`config.mk`:
```
export PLATFORM = sky130hd
export DESIGN_NAME = seq_capture_check_flat
export DESIGN_NICKNAME = d
export VERILOG_FILES = /design/src/rtl/seq_capture_check_if.sv /design/src/rtl/seq_capture_check.sv /design/src/flat_wrapper.sv
export SDC_FILE = /design/constraint.sdc
export NUM_CORES = 1
export LEC_CHECK = 0
export ABC_AREA = 1
export CAP_MARGIN = 25
export CORE_UTILIZATION = 55
export CTS_CLUSTER_DIAMETER = 40
export DETAILED_ROUTE_END_ITERATION = 7
export GPL_TIMING_DRIVEN = 1
export PLACE_DENSITY = 0.81
export SYNTH_ARGS = -nofsm -noshare
export SYNTH_HDL_FRONTEND = slang
export SYNTH_SLANG_ARGS = --single-unit
```
`constraint.sdc`:
```
create_clock -name clk -period 3.5 [get_ports clk]
set_input_delay 0.525 -clock clk [delete_from_list [all_inputs] [get_ports clk]]
set_output_delay 0.525 -clock clk [all_outputs]
set_load 0.02 [all_outputs]
```
`src/rtl/seq_capture_check_if.sv`:
```
// rtl/seq_capture_check_if.sv - control/status bundle between game FSM, colour decoder and seq_capture_check
interface seq_capture_check_if #(
    parameter int COLOUR_W = 2,
    parameter int MAX_LEN  = 16,
    parameter int LEN_W    = $clog2(MAX_LEN + 1)
);
    logic                        clear;
    logic                        start;
    logic                        mode;
    logic [LEN_W-1:0]            seq_len;
    logic                        colour_valid;
    logic [COLOUR_W-1:0]         colour_val;
    logic                        busy;
    logic                        done;
    logic                        pass;
    logic                        fail;
    logic                        timed_out;
    logic [LEN_W-1:0]            index;
    logic [LEN_W-1:0]            fail_index;
    logic [MAX_LEN*COLOUR_W-1:0] seq_flat;

    modport master (
        output clear, start, mode, seq_len, colour_valid, colour_val,
        input  busy, done, pass, fail, timed_out, index, fail_index, seq_flat
    );

    modport slave (
        input  clear, start, mode, seq_len, colour_valid, colour_val,
        output busy, done, pass, fail, timed_out, index, fail_index, seq_flat
    );
endinterface

```
`src/rtl/seq_capture_check.sv`:
```
// rtl/seq_capture_check.sv - colour sequence recorder/verifier with inactivity timeout
module seq_capture_check #(
    parameter int COLOUR_W = 2,
    parameter int MAX_LEN  = 16,
    parameter int LEN_W    = $clog2(MAX_LEN + 1),
    parameter int TIMEOUT  = 1000
) (
    input  logic               clk,
    input  logic               rst_n,
    seq_capture_check_if.slave bus
);
    localparam int CNT_W = (TIMEOUT > 1) ? $clog2(TIMEOUT) : 1;
    localparam int SEQ_W = MAX_LEN * COLOUR_W;

    typedef enum logic [1:0] {S_IDLE, S_CAPTURE, S_VERIFY, S_DONE} state_t;

    state_t              state_q, state_d;
    logic [LEN_W-1:0]    len_q, len_d;
    logic [LEN_W-1:0]    index_q, index_d;
    logic [LEN_W-1:0]    fail_index_q, fail_index_d;
    logic                pass_q, pass_d;
    logic                fail_q, fail_d;
    logic                timed_out_q, timed_out_d;
    logic                busy_q, busy_d;
    logic                done_q, done_d;
    logic [SEQ_W-1:0]    seq_q, seq_d;
    logic [CNT_W-1:0]    cnt_q, cnt_d;

    logic [LEN_W-1:0]    idx_inc;
    logic [LEN_W-1:0]    len_clamp;
    logic [COLOUR_W-1:0] entry;
    logic                timeout_hit;

    always_comb begin
        state_d      = state_q;
        len_d        = len_q;
        index_d      = index_q;
        fail_index_d = fail_index_q;
        pass_d       = pass_q;
        fail_d       = fail_q;
        timed_out_d  = timed_out_q;
        seq_d        = seq_q;
        cnt_d        = cnt_q;

        idx_inc   = index_q + 1'b1;
        len_clamp = (bus.seq_len > LEN_W'(MAX_LEN)) ? LEN_W'(MAX_LEN) : bus.seq_len;
        entry     = '0;
        for (int i = 0; i < MAX_LEN; i++) begin
            if (LEN_W'(i) == index_q) entry = seq_q[i*COLOUR_W +: COLOUR_W];
        end
        // The idle count compares against TIMEOUT-1 because the cycle that hits it is itself idle.
        timeout_hit = (TIMEOUT > 0) && (cnt_q == CNT_W'(TIMEOUT - 1));

        if (bus.clear) begin
            state_d      = S_IDLE;
            seq_d        = '0;
            index_d      = '0;
            fail_index_d = '0;
            pass_d       = 1'b0;
            fail_d       = 1'b0;
            timed_out_d  = 1'b0;
            cnt_d        = '0;
        end else begin
            case (state_q)
                S_IDLE, S_DONE: begin
                    if (bus.start) begin
                        len_d        = len_clamp;
                        index_d      = '0;
                        fail_index_d = '0;
                        pass_d       = 1'b0;
                        fail_d       = 1'b0;
                        timed_out_d  = 1'b0;
                        cnt_d        = '0;
                        if (len_clamp == '0) begin
                            state_d = S_DONE;
                            pass_d  = bus.mode;
                        end else begin
                            state_d = bus.mode ? S_VERIFY : S_CAPTURE;
                        end
                    end
                end
                S_CAPTURE: begin
                    if (bus.colour_valid) begin
                        for (int i = 0; i < MAX_LEN; i++) begin
                            if (LEN_W'(i) == index_q) seq_d[i*COLOUR_W +: COLOUR_W] = bus.colour_val;
                        end
                        index_d = idx_inc;
                        cnt_d   = '0;
                        if (idx_inc == len_q) state_d = S_DONE;
                    end else if (timeout_hit) begin
                        state_d     = S_DONE;
                        timed_out_d = 1'b1;
                    end else if (TIMEOUT > 0) begin
                        cnt_d = cnt_q + 1'b1;
                    end
                end
                S_VERIFY: begin
                    if (bus.colour_valid) begin
                        if (bus.colour_val == entry) begin
                            index_d = idx_inc;
                            cnt_d   = '0;
                            if (idx_inc == len_q) begin
                                state_d = S_DONE;
                                pass_d  = 1'b1;
                            end
                        end else begin
                            state_d      = S_DONE;
                            fail_d       = 1'b1;
                            fail_index_d = index_q;
                        end
                    end else if (timeout_hit) begin
                        state_d     = S_DONE;
                        timed_out_d = 1'b1;
                        fail_d      = 1'b1;
                    end else if (TIMEOUT > 0) begin
                        cnt_d = cnt_q + 1'b1;
                    end
                end
                default: state_d = S_IDLE;
            endcase
        end

        busy_d = (state_d == S_CAPTURE) || (state_d == S_VERIFY);
        done_d = (state_d == S_DONE);
    end

    always_ff @(posedge clk or negedge rst_n) begin
        if (!rst_n) begin
            state_q      <= S_IDLE;
            len_q        <= '0;
            index_q      <= '0;
            fail_index_q <= '0;
            pass_q       <= 1'b0;
            fail_q       <= 1'b0;
            timed_out_q  <= 1'b0;
            busy_q       <= 1'b0;
            done_q       <= 1'b0;
            seq_q        <= '0;
            cnt_q        <= '0;
        end else begin
            state_q      <= state_d;
            len_q        <= len_d;
            index_q      <= index_d;
            fail_index_q <= fail_index_d;
            pass_q       <= pass_d;
            fail_q       <= fail_d;
            timed_out_q  <= timed_out_d;
            busy_q       <= busy_d;
            done_q       <= done_d;
            seq_q        <= seq_d;
            cnt_q        <= cnt_d;
        end
    end

    assign bus.busy       = busy_q;
    assign bus.done       = done_q;
    assign bus.pass       = pass_q;
    assign bus.fail       = fail_q;
    assign bus.timed_out  = timed_out_q;
    assign bus.index      = index_q;
    assign bus.fail_index = fail_index_q;
    assign bus.seq_flat   = seq_q;
endmodule

```
`src/flat_wrapper.sv`:
```
// flat-port wrapper written by rule: the top's interface ports become plain ports
module seq_capture_check_flat 
#(
    parameter int COLOUR_W = 2,
    parameter int MAX_LEN  = 16,
    parameter int LEN_W    = $clog2(MAX_LEN + 1),
    parameter int TIMEOUT  = 1000
)
  (clk, rst_n, bus_clear, bus_start, bus_mode, bus_seq_len, bus_colour_valid, bus_colour_val, bus_busy, bus_done, bus_pass, bus_fail, bus_timed_out, bus_index, bus_fail_index, bus_seq_flat);
  seq_capture_check_if #(.COLOUR_W(COLOUR_W), .MAX_LEN(MAX_LEN), .LEN_W(LEN_W)) bus_i ();
  input  logic clk;
  input  logic rst_n;
  input wire logic [$bits(bus_i.clear)-1:0] bus_clear;
  input wire logic [$bits(bus_i.start)-1:0] bus_start;
  input wire logic [$bits(bus_i.mode)-1:0] bus_mode;
  input wire logic [$bits(bus_i.seq_len)-1:0] bus_seq_len;
  input wire logic [$bits(bus_i.colour_valid)-1:0] bus_colour_valid;
  input wire logic [$bits(bus_i.colour_val)-1:0] bus_colour_val;
  output wire logic [$bits(bus_i.busy)-1:0] bus_busy;
  output wire logic [$bits(bus_i.done)-1:0] bus_done;
  output wire logic [$bits(bus_i.pass)-1:0] bus_pass;
  output wire logic [$bits(bus_i.fail)-1:0] bus_fail;
  output wire logic [$bits(bus_i.timed_out)-1:0] bus_timed_out;
  output wire logic [$bits(bus_i.index)-1:0] bus_index;
  output wire logic [$bits(bus_i.fail_index)-1:0] bus_fail_index;
  output wire logic [$bits(bus_i.seq_flat)-1:0] bus_seq_flat;
  assign bus_i.clear = bus_clear;
  assign bus_i.start = bus_start;
  assign bus_i.mode = bus_mode;
  assign bus_i.seq_len = bus_seq_len;
  assign bus_i.colour_valid = bus_colour_valid;
  assign bus_i.colour_val = bus_colour_val;
  assign bus_busy = bus_i.busy;
  assign bus_done = bus_i.done;
  assign bus_pass = bus_i.pass;
  assign bus_fail = bus_i.fail;
  assign bus_timed_out = bus_i.timed_out;
  assign bus_index = bus_i.index;
  assign bus_fail_index = bus_i.fail_index;
  assign bus_seq_flat = bus_i.seq_flat;
  seq_capture_check #(.COLOUR_W(COLOUR_W), .MAX_LEN(MAX_LEN), .LEN_W(LEN_W), .TIMEOUT(TIMEOUT)) u_core (.clk(clk), .rst_n(rst_n), .bus(bus_i));
endmodule
```
* Yosys cells after proc, flatten, opt, wreduce, memory -nomap -nowiden *
Cells that the tools add are included.

word-level totals
  output and inout bits = 47
  input bits = 13
  register bits after elaboration = 64
  word-level logic and storage cells = 192

cells by class
  eq/ne operators = 35
  add/subtract/negate cells = 2
  bitwise gates (word level) = 1
  muxes and demuxes = 79
  magnitude comparators = 1
  reduce and logical (&&, ||, !) cells = 48

operators with widths
  operator                                                          count
  32-bit two-way mux                                                3
  2-bit two-way mux                                                 41
  10-bit two-way mux                                                6
  3-bit AND reduction                                               18
  5-bit two-way mux                                                 9
  4-bit by 5-bit == test with 1-bit output (first input constant)   8
  2-bit nonzero test                                                18
  10-bit case mux with 3 select lines                               1
  3-bit by 5-bit == test with 1-bit output (first input constant)   4
  3-bit != test (second input constant)                             5
  5-bit case mux with 3 select lines                                1
  1-bit two-way mux                                                 13
  4-bit AND reduction                                               3
  10-bit by 1-bit adder with 10-bit output (second input constant)  1
  10-bit == test (second input constant)                            1
  2-bit by 5-bit == test with 1-bit output (first input constant)   2
  5-bit logical NOT                                                 2
  5-bit case mux with 2 select lines                                1
  2-bit == test (second input constant)                             4
  4-bit by 3-bit != test with 1-bit output (second input constant)  2
  3-bit by 2-bit != test with 1-bit output (second input constant)  2
  1-bit case mux with 2 select lines                                3
  2-bit case mux with 3 select lines                                1
  5-bit by 1-bit adder with 5-bit output (second input constant)    1
  14 further kinds                                                  16

* Longest topological paths before layout *
  word-level depth = 24
  gate-level depth with buffers = 28
  depth with buffers taken out = 28

* Worst setup path before layout *
Ideal clock, no wire load.

  path kind = register -> register
  from = reg u_core.index_q[0] (netlist: u_core.bus.index[0])
  to = reg u_core.busy_q (netlist: u_core.bus.busy)
  arrival = 2.474 ns
  period minus slack after synthesis = 2.600 ns
  path slack = 0.900 ns
  path buffers = 0
  cell stages (with the launch flop) = 27
  data required time = 3.374 ns
  cells stage by stage = dfrtp_1 > inv_1 > ha_1 > inv_1 > nor2_1 > nand2_1 > o21ai_0 > inv_1 > nand2_1 > nand2_1 > nand2_1 > nand3_1 > nand3_1 > nand2_1 > nand2_1 > nand2_1 > nand2_1 > nand2_1 > nand2_1 > nand2_1 > nand2_1 > nand2_1 > nand2_2 > nand3_1 > nand2_1 > a21oi_1 > ha_1

between the ends
  word-level cells in the longest chain between the ends = 24
  elaborated cells on any way between the ends = 44

ends and longest elaborated chain
  element                                                                    RTL line                  source
  start, declared                                                            seq_capture_check.sv:19   logic [LEN_W-1:0] index_q, index_d;
  start signal, assigned                                                     seq_capture_check.sv:143  index_q <= index_d;
  5-bit logical NOT                                                          seq_capture_check.sv:49   if (LEN_W'(i) == index_q) entry = seq_q[i*COLOUR_W +: COLOUR_W];
  2-bit two-way mux (16 in series)                                           seq_capture_check.sv:49
  2-bit == test                                                              seq_capture_check.sv:99   if (bus.colour_val == entry) begin
  2-bit two-way mux                                                          seq_capture_check.sv:99
  2-bit two-way mux                                                          seq_capture_check.sv:98   if (bus.colour_valid) begin
  2-bit case mux with 3 select lines *                                       seq_capture_check.sv:64   case (state_q)
  2-bit two-way mux *                                                        seq_capture_check.sv:54   if (bus.clear) begin
  named net u_core.state_d[0]                                                seq_capture_check.sv:17   state_t state_q, state_d;
  2-bit by 1-bit == test with 1-bit output or 2-bit == test (tied branches)  seq_capture_check.sv:123  busy_d = (state_d == S_CAPTURE) || (state_d == S_VERIFY);
  1-bit logical OR *                                                         seq_capture_check.sv:123
  named net u_core.busy_d                                                    seq_capture_check.sv:24   logic busy_q, busy_d;
  end signal, assigned                                                       seq_capture_check.sv:148  busy_q <= busy_d;
  end, declared                                                              seq_capture_check.sv:24

Mark *: on every way through the listed nets, which the timed path passes. The rest lies on a longest branch.
A chain may end at the register's enable or synchronous reset.

* Worst setup path in the final report *
Ends and elaborated chain as after synthesis.

==> out/qor.txt <==
YS warnings = 0
Measured slew at the worst slew-check pin = 828 ps
Final Critical Period = 2920 ps
Largest net degree at the start of global routing = 48
GRT Overall Usage = 0.286
N_diodes = 0
Hold Buf Count CTS = 0
Core area = 0.00687 sq mm
First-pass GRT wire length = 16.8 mm
DP Area = 0.00463 sq mm
Mapped Nets = 566
# H-tree levels = 3
Worst-Skew Late Latency = 340 ps
# rows = 30
Kind of critical path = register to register
Relative slew margins = 0.448
Fin area = 0.00482 sq mm
Req. time, crit path = 3730 ps
Initial Utilization = 0.576
GRT Residual Overflow = 0
Clk_skew = 7.11 ps
DRC viols = 0
RSZ-0062 raised after global routing = false
Synth area leaders = dfrtp_1, nand2_1, inv_1, o21ai_0, nand3_1
Port Buffers = 59
Synth Flop Type = dfrtp_1
Setup violators final = 0
Die extent in y = 86.8 um
Antenna Nets Post-Route = 0
Post-synth top area cell = dfrtp_1
Crit start category = register
Initial drt markers = 219
Syn Inst Count = 544
Final worst slack = 576 ps
CTS tree = yes
Hold/Removal Path Class = input pin to asynchronous set/reset pin
Synth unique cells = 34
Yosys top cell area share = 0.405
Place WS = 586 ps
Post-synth EDFFs = 0
Area grow syn2layout = 21.8%
HPWL after DPL = 7.02 mm
Status = finished, final reports clean
WL/cell = 13.8 um
DR vias/cell = 5.44
Post-CTS Setup Repair Bufs = 0
Die width = 86.8 um
GP Congestion = 0.899
Root buffer cell = clkbuf_8
Share of cells above drive strength 1 = 0.0934
Vias in the first global route = 3694
Io pins = 60
Sequential fraction of the synthesis area = 0.405
Tcrit/Tclk final = 0.835
Nets = 627
Post-CTS sizing = 0
Fmax = 0.342 GHz
Static Leak = 2.19 nW
Maxcap violations = 0
CP Capture Type = register
Most common cell in the netlist = nand2_1
Top cells by count, synth = nand2_1, inv_1, o21ai_0, dfrtp_1, nand3_1
Final Routed Wirelength = 9.76 mm
Mean Syn Cell Area = 7.27 sq um
WHS = 273 ps
DRT Pass-1 Iters = 6
Slew Viols, Final = 0
Worst-path maximum fanout = 8
Synthesized area = 0.00395 sq mm
Final Hold Fails = 0
Setup TNS = 0 ps
Cell Pwr Density = 519 mW/mm^2
Vias post-DR = 3840
#FFs+latches synth = 64
Asr flop ratio synth = 1.00
Crit path DAT = 3150 ps
Die area = 0.00753 sq mm
CTS Buffer Depth = 2
Final core utilization = 0.701
CTS sink cnt = 64
Number of buffers created by CTS = 9
Maximum vdd drop = 0.466 mV
Initial antenna violation count = 0
Clock slew at reported path FFs = 70 ps
[state kept, by name, indices dropped and copies added (netlist names)]
register               cells
u_core.bus.pass            1
u_core.bus.timed_out       1
u_core.bus.fail            1
u_core.bus.fail_index      5
u_core.cnt_q              10
u_core.bus.index           5
u_core.bus.done            1
u_core.bus.seq_flat       32
u_core.bus.busy            1
u_core.len_q               5
u_core.state_q             2
[path summary, 6_finish.rpt]
path	slack (ps)	depth (start not counted)	start	endpoint
worst min-delay path	270	1	rst_n	u_core.bus.seq_flat[11]
min in group clk	480	2	u_core.bus.fail_index[2]	u_core.bus.fail_index[2]
max in group asynchronous	2350	2	rst_n	u_core.bus.index[4]
worst min register to register	480	2	u_core.bus.fail_index[2]	u_core.bus.fail_index[2]
worst max-delay path	580	24	u_core.bus.index[0]	u_core.bus.busy
worst max register to register	580	24	u_core.bus.index[0]	u_core.bus.busy
[power by group]
group	internal (mW)	leakage (nW)	switching (mW)	total [mW]
clock	0.325	0.0920	0.305	0.631
sequential	0.837	0.858	0.0899	0.927
combinational	0.340	1.24	0.602	0.942
[stage by stage]
| step | total power [mW] | cells |
|---|---|---|
| after detailed placement | 1.87 | 690 |
| final | 2.50 | 706 |
| after CTS | 2.49 | 706 |
| after global routing | 2.65 | 706 |
| after global placement | 1.84 | 690 |
| after floorplan | 1.55 | 544 |
[logic make-up (layout without fill, tap and decap cells)]
group / count (synthesis) / in the layout / synth area share
AND/OR/NAND/NOR: 256 / 256 / 0.309
XOR/XNOR: 11 / 11 / 0.0244
buffers and inverters: 113 / 179 / 0.113
adder cells (fa/ha/maj): 9 / 9 / 0.0285
AO/OA/AOI/OAI: 91 / 91 / 0.120
flip-flops: 64 / 64 / 0.405
[cells in the final DEF (no fill, tap or decap), types with 2 or more instances in the layout]
master	netlist	layout
nor2_1	31	31
inv_1	91	91
nand3_1	60	60
clkinv_2	0	3
nor2_2	2	2
o21ai_1	6	6
a21oi_1	10	10
nand2_1	112	112
inv_4	2	2
a22o_1	2	2
nor2_4	4	4
or2_2	2	2
dfrtp_1	64	64
o21ai_0	68	68
clkdlybuf4s50_1	0	58
buf_4	0	5
nand2_4	4	4
xnor2_1	2	2
nor4_1	7	7
clkbuf_8	0	9
clkinvlp_4	0	2
a31oi_1	2	2
nor3_1	8	8
ha_1	9	9
xor2_1	9	9
inv_2	5	5
nand4_1	9	9
nand2_2	14	14
[metal layers]
layer  vias up  GRT usage  routed length (um)
li1       1871          -                   -
met1      1816      0.357                4170
met2       132      0.488                4810
met3        21     0.0343                 521
met4         0      0.144                 261
met5         -          0                   0
[layout make-up]
type / count / area, sq um
multi-input cells: 367 / 1910
clock buffers: 10 / 128
flip-flops and latches: 64 / 1600
inverters: 99 / 377
well taps: 96 / 120
clock inverters: 6 / 60.1
repair buffers: 64 / 623
fillers: 602 / 2050
[critical path, stage by stage (launching register included)]
cell     delay (ps)
dfrtp_1         480
ha_1            210
inv_1            70
nor2_1          170
nand2_1         150
o21ai_0         180
inv_1            50
nand2_1          60
nand2_1          40
nand2_1          60
nand3_1          70
nand3_1          80
nand2_1          60
nand2_1          50
nand2_1          40
nand2_1          50
nand2_1          40
nand2_1          50
nand2_1          70
nand3_1          90
nand2_2         100
nand3_1          90
nand2_1          50
a21oi_1         210
ha_1            280
(Power assumes the default switching activity.)
